$ cat config.mk
export PLATFORM = sky130hd
export DESIGN_NAME = sipo_rx
export DESIGN_NICKNAME = d
export VERILOG_FILES = /design/src/rtl/sipo_pkg.sv /design/src/rtl/sipo_out_stage.sv /design/src/rtl/sipo_rx.sv
export SDC_FILE = /design/constraint.sdc
export NUM_CORES = 1
export LEC_CHECK = 0
export ABC_CLOCK_PERIOD_IN_PS = 1100
export BUFFER_PORTS_ARGS = -buffer_cell sky130_fd_sc_hd__buf_4
export CORE_AREA = 2 2 39 41
export CTS_CLUSTER_DIAMETER = 50
export DETAILED_ROUTE_END_ITERATION = 12
export DIE_AREA = 0 0 41 43
export PLACE_DENSITY = 0.67
export SLEW_MARGIN = 20
export SYNTH_ARGS = -nofsm -noshare
export SYNTH_HDL_FRONTEND = slang
export SYNTH_SLANG_ARGS = --single-unit
$ cat constraint.sdc
create_clock -name clk -period 1.1 [get_ports clk]
set_input_delay 0.055 -clock clk [delete_from_list [all_inputs] [get_ports clk]]
set_output_delay 0.055 -clock clk [all_outputs]
set_load 0.03 [all_outputs]
$ cat src/rtl/sipo_pkg.sv
// Shared types and helpers for the serial-in parallel-out receiver.
package sipo_pkg;

    typedef enum logic {
        IDLE = 1'b0,
        RECV = 1'b1
    } sipo_state_e;

    localparam int SIPO_WIDTH_DEF = 4;

    function automatic int calc_cnt_w(input int width);
        return (width > 1) ? $clog2(width) : 1;
    endfunction

    localparam int SIPO_CNT_W_DEF = calc_cnt_w(SIPO_WIDTH_DEF);

endpackage

$ cat src/rtl/sipo_out_stage.sv
// Output holding register with valid/ready handshake and sticky overrun flag.
module sipo_out_stage #(
    parameter int WIDTH = 4
) (
    input  logic             clk,
    input  logic             rst,
    input  logic             word_done,
    input  logic [WIDTH-1:0] word,
    input  logic             dout_ready,
    input  logic             overrun_clr,
    output logic [WIDTH-1:0] dout,
    output logic             dout_valid,
    output logic             overrun
);

    logic can_load;
    logic drop;

    // A slot frees up in the same cycle the held word is taken.
    assign can_load = !dout_valid || dout_ready;
    assign drop     = word_done && !can_load;

    always_ff @(posedge clk) begin
        if (rst) begin
            dout       <= '0;
            dout_valid <= 1'b0;
        end else if (word_done && can_load) begin
            dout       <= word;
            dout_valid <= 1'b1;
        end else if (dout_valid && dout_ready) begin
            dout_valid <= 1'b0;
        end
    end

    always_ff @(posedge clk) begin
        if (rst) begin
            overrun <= 1'b0;
        end else if (drop) begin
            overrun <= 1'b1;
        end else if (overrun_clr) begin
            overrun <= 1'b0;
        end
    end

endmodule

$ cat src/rtl/sipo_rx.sv
// LSB-first serial-in parallel-out receiver: shift register, bit counter and word FSM.
//   state | meaning
//   IDLE  | no partial word, bit_cnt = 0
//   RECV  | partial word in progress, bit_cnt = bits collected
module sipo_rx
    import sipo_pkg::*;
#(
    parameter  int WIDTH = SIPO_WIDTH_DEF,
    localparam int CNT_W = calc_cnt_w(WIDTH)
) (
    input  logic             clk,
    input  logic             rst,
    input  logic             sin,
    input  logic             shift_en,
    input  logic             frame_start,
    input  logic             dout_ready,
    input  logic             overrun_clr,
    output logic [WIDTH-1:0] dout,
    output logic             dout_valid,
    output logic             overrun,
    output logic             busy,
    output logic [CNT_W-1:0] bit_cnt
);

    localparam logic [CNT_W-1:0] LAST_BIT = CNT_W'(WIDTH - 1);

    sipo_state_e      state, state_nxt;
    logic [CNT_W-1:0] cnt_nxt;
    logic [WIDTH-2:0] shreg;
    logic [WIDTH-1:0] word;
    logic             word_done;

    // Bit 0 of the register would only ever fall off the end, so only the upper bits are kept.
    assign word = {sin, shreg};

    always_ff @(posedge clk) begin
        if (rst) begin
            shreg <= '0;
        end else if (shift_en) begin
            shreg <= word[WIDTH-1:1];
        end
    end

    always_ff @(posedge clk) begin
        if (rst) begin
            state   <= IDLE;
            bit_cnt <= '0;
        end else begin
            state   <= state_nxt;
            bit_cnt <= cnt_nxt;
        end
    end

    always_comb begin
        state_nxt = state;
        cnt_nxt   = bit_cnt;
        word_done = 1'b0;
        if (frame_start) begin
            // Resync takes priority; a coincident strobe becomes bit 0 of the new word.
            if (shift_en) begin
                state_nxt = RECV;
                cnt_nxt   = CNT_W'(1);
            end else begin
                state_nxt = IDLE;
                cnt_nxt   = '0;
            end
        end else begin
            case (state)
                IDLE: begin
                    if (shift_en) begin
                        state_nxt = RECV;
                        cnt_nxt   = CNT_W'(1);
                    end
                end
                RECV: begin
                    if (shift_en) begin
                        if (bit_cnt == LAST_BIT) begin
                            state_nxt = IDLE;
                            cnt_nxt   = '0;
                            word_done = 1'b1;
                        end else begin
                            cnt_nxt = bit_cnt + CNT_W'(1);
                        end
                    end
                end
                default: begin
                    state_nxt = IDLE;
                    cnt_nxt   = '0;
                end
            endcase
        end
    end

    assign busy = (state == RECV);

    sipo_out_stage #(
        .WIDTH(WIDTH)
    ) u_out_stage (
        .clk        (clk),
        .rst        (rst),
        .word_done  (word_done),
        .word       (word),
        .dout_ready (dout_ready),
        .overrun_clr(overrun_clr),
        .dout       (dout),
        .dout_valid (dout_valid),
        .overrun    (overrun)
    );

endmodule
==> impl_metrics.yaml <==
yosys:
  synth_most_common_cell: "dfxtp_1"
  synthDistinctLibCells: 18
  synth_area_leader_cell: "dfxtp_1"
  ys_seq_elements: 12
  synth_top_family_by_area: "simple AND/OR/NAND/NOR gates"
  synthXorXnorAreaFrac: 0
  synthMuxAreaShare: 0.133
  synth_common_cells: "12 x dfxtp_1, 10 x nand2b_1, 7 x mux2i_1, 5 x nor2_1, 3 x nor2b_1"
  synth-simple-area-share: 0.277
  async_flop_share: 0
  syn_area_per_cell_sq_um: 10.2
  synth_edf_count: 0
  yosys_warnings: 0
  synth_cells: 52
  synth-compound-area-share: 0.0616
  synth_fa_ha_area_frac: 0.0237
  yosys-top-cells-area: "dfxtp_1 45%, mux2i_1 13%, nand2b_1 12%, nand4b_4 4.5%, nor2_1 3.6%"
  syn_nets: 60
  syn_area_sq_um: 528
  ys.flop_type: "dfxtp_1"
  yosys.area.top_type_share: 0.455
  synth_seq_area_share: 0.455
detailed_routing:
  ant_nets: 0
  wl_met2_um: 455
  viasPerCell: 4.72
  wire_per_inst_um: 11.0
  drt_wl_total_um: 976
  vias: 420
  drt_iter0_drc: 6
  remaining_drc_errors: 0
  drt-met1-wl_um: 470
  highest_layer: "met4"
  drt_pass1_iterations: 2
  dr_wl_met3_um: 42
layout:
  nets: 82
  syn_to_final_growth_pct: 38.2
  drive_gt1_frac: 0.397
  multi_input_area_sq_um: 278
  diodes: 0
  fin_area_sq_um: 729
  final.fill_count: 122
  seq_area_sq_um: 249
sta:
  skew_ns: 0.00208
  rsz0062_at_grt: "true"
  drv_slew: 0
  fin_ws_ns: -0.0358
  min_period_over_period: 1.03
  finalSetupTns_ns: -0.0651
  slew_headroom: 0.914
  whs_ns: 0.0401
  finalCriticalPeriod_ns: 1.14
  setup_viol: 4
  max_freq_mhz: 880
  tightest_slew_ns: 0.126
  final_hold_viol_count: 0
floorplanning:
  initial_core_util: 0.382
  die-area_sq_mm: 0.00176
  core_area_sq_mm: 0.00138
  num_rows: 14
  io_pins: 16
  die_w_um: 41
  die_h_um: 43
power:
  peakVddDrop_uv: 634
  p_leak_nw: 0.317
  total_power_w: 0.000817
  powerDensity_mw_per_mm2: 1120
critical_path:
  crit_fanout: 4
  cp-start-kind: "flip-flop"
  cp.required_ns: 1.30
  critPathKind: "flip-flop to flip-flop"
  crit_arrival_ns: 1.34
  cp-end-kind: "flip-flop"
hold_path:
  hold_path.class: "input pin to flip-flop"
cts:
  htree_levels: 1
  cts_root_buf: "clkbuf_4"
  clock_path_buffers: 2
  cts_tree: "built"
  clock_latency_ns: 0.27
  numCtsBuffers: 3
  path_clk_slew_ns: 0.08
  cts_sinks: 12
run_status:
  violations: "setup timing"
  outcome: "finished with violations"
global_routing:
  antenna_found_initial: 0
  track_usage: 0.142
  grt_pass1_wl_um: 1640
  grt_max_degree: 17
  grt_pass1_vias: 354
  gr-total-overflow: 0
placed_design:
  dp_slack_ns: -0.00936
  placed_cell_area_sq_um: 682
  dp_hpwl_um: 697
  io_buffers: 15
  globalplace.congestion: 0.751
flow_run:
  cap_violations: 0
-- power breakdown --
| part | switching, W | internal, W | leakage (nW) | total (W) |
|---|---|---|---|---|
| sequential | 0.0000105 | 0.000441 | 0.0991 | 0.000451 |
| clock | 0.000149 | 0.000131 | 0.0154 | 0.000280 |
| combinational | 0.0000397 | 0.0000453 | 0.203 | 0.0000850 |
-- cell usage in the layout (no fill, tap or decap), drive strengths merged --
cell	synthesis	final
buf	2	19
dfxtp	12	12
nand2b	10	10
mux2i	7	7
nor2	5	5
nor2b	3	3
clkbuf	1	3
o21ai	2	2
a21oi	2	2
or3b	1	1
nand4b	1	1
inv	1	1
o22ai	1	1
and2b	1	1
a31oi	1	1
nor3	1	1
ha	1	1
clkinv	0	1
dlygate4sd3	0	1
-- flip-flops by register name, summed over array words and instances, names as in the netlist --
signal	flops
u_out_stage.overrun	1
u_out_stage.dout_valid	1
u_out_stage.dout	4
bit_cnt	2
busy	1
shreg	3
-- metrics by stage --
| step | utilization | std cells |
|---|---|---|
| after floorplan | - | 52 |
| after global routing | 0.527 | 89 |
| final | 0.527 | 89 |
| after CTS | 0.524 | 89 |
| after global placement | 0.493 | 83 |
| after detailed placement | 0.493 | 83 |
-- final cells by class --
| type | count | share of cell area |
|---|---|---|
| multi-input combinational | 36 | 0.381 |
| clock inverter | 1 | 0.00515 |
| inverter | 1 | 0.00515 |
| tap | 16 | 0.0274 |
| clock buffer | 3 | 0.0309 |
| timing repair buffer | 20 | 0.209 |
| sequential | 12 | 0.341 |
-- final timing paths --
path	to	slack, ns	cells past startpoint	startpoint
setup / recovery	u_out_stage.dout[0]	-0.04	5	bit_cnt[0]
hold / removal	bit_cnt[0]	0.04	2	rst
setup reg to reg	u_out_stage.dout[0]	-0.04	5	bit_cnt[0]
hold reg to reg	u_out_stage.dout[3]	0.48	2	u_out_stage.dout[3]
-- per-layer routing --
layer,GRT usage,vias to the layer above
met4,0.100,0
met5,0,-
li1,-,216
met3,0.0471,2
met1,0.184,193
met2,0.191,9
-- what timing repair did --
action / CTS / global route
cloned: 0 / 0
buffers inserted: 1 / 0
pin swaps: 0 / 0
resized for setup: 0 / 1
endpoints found under the hold margin: 1 / 0
hold buffers: 1 / 0
setup endpoints to repair: 4 / 5
-- worst max-delay path, cell delays in order, from the launching register on --
cell and delay, ns:
dfxtp_4 0.37, ha_4 0.14, nand4b_4 0.10, nor2b_1 0.11, buf_4 0.15, mux2i_2 0.20
-- cells by family (layout without fill, tap and decap cells) --
family	Yosys count	after routing
compound gates	6	6
fa+ha+maj	1	1
buf+inv	4	25
flops	12	12
mux	7	7
simple gates	22	22
No activity file was read; power rests on OpenSTA's default activity.
